===== config.mk =====
export PLATFORM = sky130hd
export DESIGN_NAME = hamming_rx_deserializer_flat
export DESIGN_NICKNAME = d
export VERILOG_FILES = /design/src/rtl/hamming_rx_deserializer_if.sv /design/src/rtl/hamming_rx_deserializer.sv /design/src/flat_wrapper.sv
export SDC_FILE = /design/constraint.sdc
export NUM_CORES = 1
export LEC_CHECK = 0
export ABC_AREA = 1
export BUFFER_PORTS_ARGS = -buffer_cell sky130_fd_sc_hd__buf_2
export CAP_MARGIN = 20
export CORE_MARGIN = 4
export CORE_UTILIZATION = 58
export CTS_CLUSTER_DIAMETER = 150
export DETAILED_ROUTE_END_ITERATION = 12
export GPL_TIMING_DRIVEN = 0
export PLACE_DENSITY = 0.79
export SLEW_MARGIN = 0
export SYNTH_ARGS = -nofsm -noshare
export SYNTH_HDL_FRONTEND = slang
export SYNTH_SLANG_ARGS = --single-unit

===== constraint.sdc =====
create_clock -name clk -period 2.9 [get_ports clk]
set_clock_uncertainty 0.05 [all_clocks]
set_input_delay 0.58 -clock clk [delete_from_list [all_inputs] [get_ports clk]]
set_output_delay 0.58 -clock clk [all_outputs]
set_load 0.005 [all_outputs]

===== src/rtl/hamming_rx_deserializer_if.sv =====
// Interface: hamming_rx_deserializer_if
// Bundles the serial channel input, the codeword handshake toward the SECDED decoder,
// and the status flags of the receive deserializer.
//   ser_valid/ser_bit/ser_sof : serial channel, no backpressure
//   cw_out[16:1]/cw_valid     : assembled codeword toward the decoder
//   cw_ready                  : decoder accepts cw_out when cw_valid && cw_ready
//   busy/frame_err/overrun    : status (frame_err/overrun are single-cycle pulses)
// Modports:
//   master : channel/decoder side (drives serial bits and cw_ready)
//   slave  : the deserializer itself
interface hamming_rx_deserializer_if;
    logic        ser_valid;
    logic        ser_bit;
    logic        ser_sof;
    logic [16:1] cw_out;
    logic        cw_valid;
    logic        cw_ready;
    logic        busy;
    logic        frame_err;
    logic        overrun;

    modport master (
        output ser_valid, ser_bit, ser_sof, cw_ready,
        input  cw_out, cw_valid, busy, frame_err, overrun
    );

    modport slave (
        input  ser_valid, ser_bit, ser_sof, cw_ready,
        output cw_out, cw_valid, busy, frame_err, overrun
    );
endinterface


===== src/rtl/hamming_rx_deserializer.sv =====
// Module: hamming_rx_deserializer
// Serial-to-parallel receive stage ahead of the SECDED (16,11) decoder. Collects a framed
// serial bitstream into a 16-bit codeword [16:1] and hands it over through valid/ready.
// Bits are passed through unmodified; no parity checking happens here.
// Ports:
//   clk  : rising-edge clock
//   rst  : asynchronous reset, active-high
//   bus  : slave modport of hamming_rx_deserializer_if (serial in, codeword out, flags)
// Parameters:
//   CW_BITS   : codeword length, fixed at 16
//   TIMEOUT   : idle clocks between bits inside a frame before the frame is aborted (>=2)
//   LSB_FIRST : 1 -> first serial bit lands in cw_out[1]; 0 -> first bit lands in cw_out[16]
module hamming_rx_deserializer #(
    parameter int unsigned CW_BITS   = 16,
    parameter int unsigned TIMEOUT   = 32,
    parameter int unsigned LSB_FIRST = 1
) (
    input logic                     clk,
    input logic                     rst,
    hamming_rx_deserializer_if.slave bus
);

    localparam int unsigned TMO_W = (TIMEOUT > 2) ? $clog2(TIMEOUT) : 1;

    typedef enum logic [0:0] {StIdle, StShift} state_e;

    state_e             state_q, state_d;
    logic [4:0]         cnt_q, cnt_d;
    logic [TMO_W-1:0]   tmo_q, tmo_d;
    logic [CW_BITS:1]   sr_q, sr_d;
    logic [CW_BITS:1]   cw_out_q, cw_out_d;
    logic               cw_valid_q, cw_valid_d;
    logic               frame_err_q, frame_err_d;
    logic               overrun_q, overrun_d;
    logic               slot_free;
    logic               busy;

    // Map the serial index (0 = first bit of the frame) onto a codeword position.
    function automatic logic [4:0] pos_of(input logic [4:0] idx);
        if (LSB_FIRST != 0) begin
            return idx + 5'd1;
        end
        return 5'(CW_BITS) - idx;
    endfunction

    // State register and datapath registers.
    always_ff @(posedge clk or posedge rst) begin
        if (rst) begin
            state_q     <= StIdle;
            cnt_q       <= '0;
            tmo_q       <= '0;
            sr_q        <= '0;
            cw_out_q    <= '0;
            cw_valid_q  <= 1'b0;
            frame_err_q <= 1'b0;
            overrun_q   <= 1'b0;
        end else begin
            state_q     <= state_d;
            cnt_q       <= cnt_d;
            tmo_q       <= tmo_d;
            sr_q        <= sr_d;
            cw_out_q    <= cw_out_d;
            cw_valid_q  <= cw_valid_d;
            frame_err_q <= frame_err_d;
            overrun_q   <= overrun_d;
        end
    end

    // Next-state and datapath update.
    always_comb begin
        state_d     = state_q;
        cnt_d       = cnt_q;
        tmo_d       = tmo_q;
        sr_d        = sr_q;
        cw_out_d    = cw_out_q;
        cw_valid_d  = cw_valid_q;
        frame_err_d = 1'b0;
        overrun_d   = 1'b0;

        // Slot counts as free if the held word is handed over in this very cycle.
        slot_free = !cw_valid_q || bus.cw_ready;
        if (cw_valid_q && bus.cw_ready) begin
            cw_valid_d = 1'b0;
        end

        unique case (state_q)
            StIdle: begin
                tmo_d = '0;
                if (bus.ser_valid) begin
                    if (bus.ser_sof) begin
                        sr_d                = '0;
                        sr_d[pos_of(5'd0)]  = bus.ser_bit;
                        cnt_d               = 5'd1;
                        state_d             = StShift;
                    end else begin
                        frame_err_d = 1'b1;
                    end
                end
            end
            StShift: begin
                if (bus.ser_valid) begin
                    tmo_d = '0;
                    if (bus.ser_sof) begin
                        // Premature SOF restarts the frame; beats a coincident timeout.
                        frame_err_d         = 1'b1;
                        sr_d                = '0;
                        sr_d[pos_of(5'd0)]  = bus.ser_bit;
                        cnt_d               = 5'd1;
                    end else begin
                        sr_d[pos_of(cnt_q)] = bus.ser_bit;
                        if (cnt_q == 5'(CW_BITS - 1)) begin
                            cnt_d   = '0;
                            state_d = StIdle;
                            if (slot_free) begin
                                cw_out_d   = sr_d;
                                cw_valid_d = 1'b1;
                            end else begin
                                overrun_d = 1'b1;
                            end
                        end else begin
                            cnt_d = cnt_q + 5'd1;
                        end
                    end
                end else if (tmo_q == TMO_W'(TIMEOUT - 1)) begin
                    frame_err_d = 1'b1;
                    cnt_d       = '0;
                    tmo_d       = '0;
                    state_d     = StIdle;
                end else begin
                    tmo_d = tmo_q + TMO_W'(1);
                end
            end
            default: begin
                state_d = StIdle;
                cnt_d   = '0;
                tmo_d   = '0;
            end
        endcase
    end

    // Outputs.
    always_comb begin
        busy = (state_q == StShift);
    end

    assign bus.busy      = busy;
    assign bus.cw_out    = cw_out_q;
    assign bus.cw_valid  = cw_valid_q;
    assign bus.frame_err = frame_err_q;
    assign bus.overrun   = overrun_q;

endmodule


===== src/flat_wrapper.sv =====
// flat-port wrapper written by rule: the top's interface ports become plain ports
module hamming_rx_deserializer_flat 
#(
    parameter int unsigned CW_BITS   = 16,
    parameter int unsigned TIMEOUT   = 32,
    parameter int unsigned LSB_FIRST = 1
)
  (clk, rst, bus_ser_valid, bus_ser_bit, bus_ser_sof, bus_cw_ready, bus_cw_out, bus_cw_valid, bus_busy, bus_frame_err, bus_overrun);
  hamming_rx_deserializer_if bus_i ();
  input logic clk;
  input logic rst;
  input wire logic [$bits(bus_i.ser_valid)-1:0] bus_ser_valid;
  input wire logic [$bits(bus_i.ser_bit)-1:0] bus_ser_bit;
  input wire logic [$bits(bus_i.ser_sof)-1:0] bus_ser_sof;
  input wire logic [$bits(bus_i.cw_ready)-1:0] bus_cw_ready;
  output wire logic [$bits(bus_i.cw_out)-1:0] bus_cw_out;
  output wire logic [$bits(bus_i.cw_valid)-1:0] bus_cw_valid;
  output wire logic [$bits(bus_i.busy)-1:0] bus_busy;
  output wire logic [$bits(bus_i.frame_err)-1:0] bus_frame_err;
  output wire logic [$bits(bus_i.overrun)-1:0] bus_overrun;
  assign bus_i.ser_valid = bus_ser_valid;
  assign bus_i.ser_bit = bus_ser_bit;
  assign bus_i.ser_sof = bus_ser_sof;
  assign bus_i.cw_ready = bus_cw_ready;
  assign bus_cw_out = bus_i.cw_out;
  assign bus_cw_valid = bus_i.cw_valid;
  assign bus_busy = bus_i.busy;
  assign bus_frame_err = bus_i.frame_err;
  assign bus_overrun = bus_i.overrun;
  hamming_rx_deserializer #(.CW_BITS(CW_BITS), .TIMEOUT(TIMEOUT), .LSB_FIRST(LSB_FIRST)) u_core (.clk(clk), .rst(rst), .bus(bus_i));
endmodule

# Word-level counts from Yosys, hierarchy flattened
# Cells that the tools add are included.
[classes] addsub=3 magnitude_cmp=2 eq_ne=6 n_mux=48 bitwise_logic=2 n_reduce_logical=7
[ops] cell="$mux W16" count=4
[ops] cell="$mux W5" count=12
[ops] cell="$pmux W16 S2" count=1
[ops] cell="$mux W1" count=25
[ops] cell="$pmux W5 S2" count=2
[ops] cell="$bwmux W16" count=1
[ops] cell="$add A5 B1 Y5 const B" count=2
[ops] cell="$lt A5 B6 Y1 const B" count=1
[ops] cell="$ne A2 B2 Y1 const B" count=3
[ops] cell="$reduce_and A3 Y1" count=2
[ops] cell="$demux W1 S5" count=1
[ops] cell="$eq A5 B4 Y1 const B" count=1
[ops] cell="$eq A5 B5 Y1 const B" count=1
[ops] cell="$ge A5 B1 Y1 const B" count=1
[ops] cell="$reduce_and A5 Y1" count=1
[ops] cell="$sub A5 B5 Y5 const A" count=1
[ops] cell="$pmux W1 S2" count=2
[ops] cell="$ne A3 B3 Y1 const B" count=1
[ops] cell="$logic_and A1 B1 Y1" count=2
[ops] cell="$not A1 Y1" count=2
[ops] cell="$logic_not A1 Y1" count=1
[ops] cell="$logic_or A1 B1 Y1" count=1
[word_totals] regBits=46 inputBits=6 elab_cells=76

# Depth between registers and ports, before layout
[depth] depth_word=15 mapped_depth=12

# Least setup slack after synthesis
# OpenSTA, ideal clock, no wires.
[synth_timing] path_kind="register -> register" start="reg u_core.cnt_q[0]" end="reg u_core.cw_out_q, in the netlist u_core.bus.cw_out[12]" setup_time_ns=0.118 t_arrival_ns=1.975 path_slack_ns=0.757 path_stages_with_launch=12 n_path_buf=1 period_less_slack_ns=2.143 path_cell_list="dfrtp_1 -> ha_1 -> nand2_2 -> nor2_1 -> inv_1 -> ha_1 -> buf_4 -> inv_1 -> nor3_4 -> nand3_1 -> nand3_1 -> nand2_1"
[synth_between] elab_chain_cells=10 word_cells_on_any_way=14 classes_between="add/sub (2); order compare (2); eq/ne (1); mux (7); reduce/logical (2)"
[synth_lines] item="from (decl)" line_no="hamming_rx_deserializer.sv:28" source="logic [4:0] cnt_q, cnt_d;"
[synth_lines] item="from (signal assigned)" line_no="hamming_rx_deserializer.sv:59" source="cnt_q <= cnt_d;"
[synth_lines] item="$sub A5 B5 Y5 / $add A5 B1 Y5 (equally long branches)" line_no="hamming_rx_deserializer.sv:43, hamming_rx_deserializer.sv:41"
[synth_lines] item="$mux W5" line_no="hamming_rx_deserializer.sv:43" source="return 5'(CW_BITS) - idx;"
[synth_lines] item="$mux W5" line_no="hamming_rx_deserializer.sv:103" source="if (bus.ser_sof) begin"
[synth_lines] item="$mux W5" line_no="hamming_rx_deserializer.sv:101" source="if (bus.ser_valid) begin"
[synth_lines] item="$mux W5" line_no="hamming_rx_deserializer.sv:86" source="unique case (state_q)"
[synth_lines] item="$lt A5 B6 Y1 (not written as such) / $ge A5 B1 Y1 (equally long branches)" line_no="hamming_rx_deserializer.sv:110" source="sr_d[pos_of(cnt_q)] = bus.ser_bit;"
[synth_lines] item="$logic_and A1 B1 Y1 (not written as such)" line_no="hamming_rx_deserializer.sv:110"
[synth_lines] item="$mux W1 (not written as such)" line_no="hamming_rx_deserializer.sv:110"
[synth_lines] item="$demux W1 S5"
[synth_lines] item="$bwmux W16" line_no="hamming_rx_deserializer.sv:110"
[synth_lines] item="to (signal assigned)" line_no="hamming_rx_deserializer.sv:62" source="cw_out_q <= cw_out_d;"
[synth_lines] item="to (decl)" line_no="hamming_rx_deserializer.sv:31" source="logic [CW_BITS:1] cw_out_q, cw_out_d;"
# Several ways; a longest one is shown, not always the timed one. The select of a mux whose other input is x is not followed.
# A chain may end at the register's enable or synchronous reset.

# Worst setup path after layout
[layout_timing] start="reg u_core.cnt_q[1]" end="reg u_core.cw_out_q, in the netlist u_core.bus.cw_out[15]"
# The elaborated chain is that of the path after synthesis.

==> flow_summary.rst <==
.. list-table::
   :header-rows: 1

   * - Metric
     - Value
   * - Outcome
     - finished, final reports clean
   * - Minimum period implied by the final worst setup slack
     - 2.51 ns
   * - Average instance area after synthesis
     - 8.27 um2
   * - Layout overhead on the synthesized area
     - 12.2%
   * - Post-CTS setup repair buffer count
     - 0
   * - Critical path's top delay family
     - simple AND/OR/NAND/NOR gates
   * - Clk sink count
     - 46
   * - Critical Path Max Stage Delay
     - 0.48 ns
   * - Maxcap violations
     - 0
   * - Class of the most critical setup path
     - register to register
   * - Share of final-layout standard cells stronger than drive strength 1
     - 17.8%
   * - Floorplan die width
     - 73.1 um
   * - Largest fanout on the critical path
     - 8
   * - DR DRC count
     - 0
   * - Post-route fraction of the period consumed by the critical path
     - 86.6%
   * - CP max-delay cell
     - sky130_fd_sc_hd__dfrtp_1
   * - Total negative slack for setup checks
     - 0 ns
   * - Placer's final routability congestion estimate
     - 0.860
   * - Class of the most critical hold timing path
     - input pin to asynchronous set/reset pin
   * - Post-detailed-routing wire length
     - 5150 um
   * - Slew at the pin closest to its max-slew limit
     - 0.584 ns
   * - # resized after CTS
     - 0
   * - Top cell types by occurrence after synthesis
     - sky130_fd_sc_hd__nand2_1, sky130_fd_sc_hd__nand3_1, sky130_fd_sc_hd__dfrtp_1, sky130_fd_sc_hd__inv_1, sky130_fd_sc_hd__nor2_1
   * - Number of buffers between clock root and the deepest sink
     - 2
   * - Top flip-flop cell by instance count after synthesis
     - sky130_fd_sc_hd__dfrtp_1
   * - Fraction of synthesized cell area taken by the top area cell type
     - 46.9%
   * - Synth Warn #
     - 0
   * - Vias in the first global route
     - 1925
   * - Peak supply drop
     - 0.300 mV
   * - Routed vias
     - 1993
   * - Initial core utilization
     - 60.5%
   * - Async set or reset register ratio after synthesis
     - 100%
   * - Util after Layout
     - 67.9%
   * - All-layer global routing usage
     - 21.0%
   * - Netlist cell types
     - 28
   * - Crit. End Element
     - register
   * - Number of buffers and inverters on the critical path
     - 3
   * - Leak
     - 0.00156 uW
   * - Count of endpoints failing hold in the final timing report
     - 0
   * - Initial DRT Pass Iterations
     - 6
   * - Worst Path Required
     - 3.04 ns
   * - Routed Antenna Nets
     - 0
   * - H-tree levels
     - 2
   * - Filler cell count in the final layout
     - 362
   * - Clock transition at path regs
     - 0.08 ns
   * - Full die area
     - 5340 um2
   * - Via density per instance
     - 5.23
   * - RSZ-0062 raised after global routing
     - no
   * - Pwr/cell area
     - 460 nW/um2
   * - Cell area after synthesis
     - 2450 um2
   * - Part of the Yosys area used for sequential elements
     - 46.9%
   * - Total of hold buffers inserted after clock tree synthesis
     - 0
   * - Maximum frequency from static timing analysis
     - 398 MHz
   * - CTS tree
     - built
   * - Total congestion overflow
     - 0
   * - Worst Setup Start Kind
     - register
   * - Clock buffers created by TritonCTS
     - 5
   * - Flop and latch count out of synthesis
     - 46
   * - Largest cells by area after synthesis
     - sky130_fd_sc_hd__dfrtp_1, sky130_fd_sc_hd__nand2_1, sky130_fd_sc_hd__nand3_1, sky130_fd_sc_hd__inv_1, sky130_fd_sc_hd__ha_1
   * - Worst-Skew Late Latency
     - 0.30 ns
   * - Worst EP arrival
     - 2.65 ns
   * - First-pass GRT wire length
     - 8580 um
   * - Average routed wire per standard cell
     - 13.5 um
   * - Core Box Area
     - 4060 um2
   * - Number of antenna violations at the first check in global routing
     - 0
   * - Chip Height
     - 73.1 um
   * - Synth area leader
     - sky130_fd_sc_hd__dfrtp_1
   * - Count of flip-flops with a built-in enable after synthesis
     - 0
   * - DP Wirelength
     - 3810 um
   * - Cells traversed along the worst timing path
     - ha_1, nand2_2, nor2_1, inv_1, ha_1, buf_4, inv_1, nor3_4, nand3_1, nand3_1, nand2_1
   * - Total design power
     - 1270 uW
   * - Number of pins with negative max-slew slack in the final report
     - 0
   * - Number of instances in the synthesized netlist
     - 297
   * - Total number of nets in the final design
     - 345
   * - Maximum number of pins on one net before global-route repair
     - 28
   * - Relative slew margins
     - 61.1%
   * - Number of I/O port buffers
     - 25
   * - I/O Pins
     - 26
   * - Total inserted antenna cells
     - 0
   * - 1st-iter DRT viols
     - 102
   * - Count of endpoints failing setup in the final report
     - 0
   * - Net Count, Synth
     - 312
   * - Placement Rows
     - 23
   * - Root Buffer
     - sky130_fd_sc_hd__clkbuf_8
   * - Most instantiated library cell after synthesis
     - sky130_fd_sc_hd__nand2_1
[worst paths after layout]
check | slack (ns) | cells after the start | endpoint | startpoint
min | 0.22 | 2 | u_core.bus.cw_out[15] | rst
max in group asynchronous | 2.09 | 3 | u_core.sr_q[7] | rst
min reg2reg | 0.41 | 1 | u_core.tmo_q[0] | u_core.tmo_q[0]
min in group clk | 0.41 | 1 | u_core.tmo_q[0] | u_core.tmo_q[0]
max | 0.39 | 11 | u_core.bus.cw_out[15] | u_core.cnt_q[1]
max reg2reg | 0.39 | 11 | u_core.bus.cw_out[15] | u_core.cnt_q[1]
[routing by layer]
| metal | vias up | GRT usage (%) | part of all wire (%) |
|---|---|---|---|
| li1 | 1016 | - | - |
| met1 | 923 | 27.6 | 46 |
| met2 | 45 | 34.6 | 47 |
| met3 | 9 | 3.44 | 4.5 |
| met4 | 0 | 7.79 | 1.8 |
| met5 | - | 0 | 0 |
[cells in the final DEF, fill, tap and decap left out, drive strengths merged, types with 4 or more instances in the layout]
cell,instances
a21oi,4
buf,30
clkbuf,10
dfrtp,46
ha,9
inv,41
nand2,92
nand3,49
nand4,7
nor2,16
o21ai,10
o22ai,4
[area by class of cell]
class	instances	area, um2	share of cell area (%)
clock inverters	1	5.00	0.182
well taps	50	62.6	2.27
flip-flops and latches	46	1150	41.8
multi-input cells	200	1040	37.8
repair buffers	26	145	5.27
inverters	41	159	5.77
clock buffers	7	86.3	3.13
plain buffers	10	103	3.73
[logic make-up (layout without fill, tap and decap cells)]
| group | Yosys count | after routing | synth area share (%) |
|---|---|---|---|
| DFF | 46 | 46 | 46.9 |
| adders and majority gates | 9 | 9 | 4.59 |
| xor gates and xnor gates | 1 | 1 | 0.357 |
| buffers and inverters | 51 | 85 | 10.7 |
| and+or+nand+nor | 169 | 169 | 32.7 |
| AOI/OAI and AO/OA | 21 | 21 | 4.79 |
[through the flow]
step	setup WS, ns	instances	hold slack [ns]	area, um2
after global routing	0.216	381	0.248	2750
after detailed placement	0.416	373	0.408	2660
after CTS	0.386	381	0.229	2750
after global placement	0.474	372	0.393	2640
after floorplan	0.757	297	0.381	2450
final	0.388	381	0.222	2750
[power breakdown]
part	internal, uW	leakage (uW)	switching [uW]
logic	61.3	0.000884	119
clock network	193	0.0000482	212
registers	663	0.000627	19.1
total	917	0.00156	351
[worst register-to-register path: stages, from the launching register on]
cell,delay [ns]
sky130_fd_sc_hd__dfrtp_1,0.48
sky130_fd_sc_hd__ha_1,0.32
sky130_fd_sc_hd__nand2_2,0.11
sky130_fd_sc_hd__nor2_1,0.15
sky130_fd_sc_hd__inv_1,0.07
sky130_fd_sc_hd__ha_1,0.27
sky130_fd_sc_hd__buf_4,0.14
sky130_fd_sc_hd__inv_1,0.12
sky130_fd_sc_hd__nor3_4,0.34
sky130_fd_sc_hd__nand3_1,0.16
sky130_fd_sc_hd__nand3_1,0.13
sky130_fd_sc_hd__nand2_1,0.06
[registers in the layout, indices dropped and copies added (netlist names)]
| name | cells |
|---|---|
| u_core.bus.overrun | 1 |
| u_core.bus.frame_err | 1 |
| u_core.bus.cw_valid | 1 |
| u_core.bus.cw_out | 16 |
| u_core.cnt_q | 5 |
| u_core.sr_q | 16 |
| u_core.tmo_q | 5 |
| u_core.bus.busy | 1 |
Power figures use the tool's default switching activity.
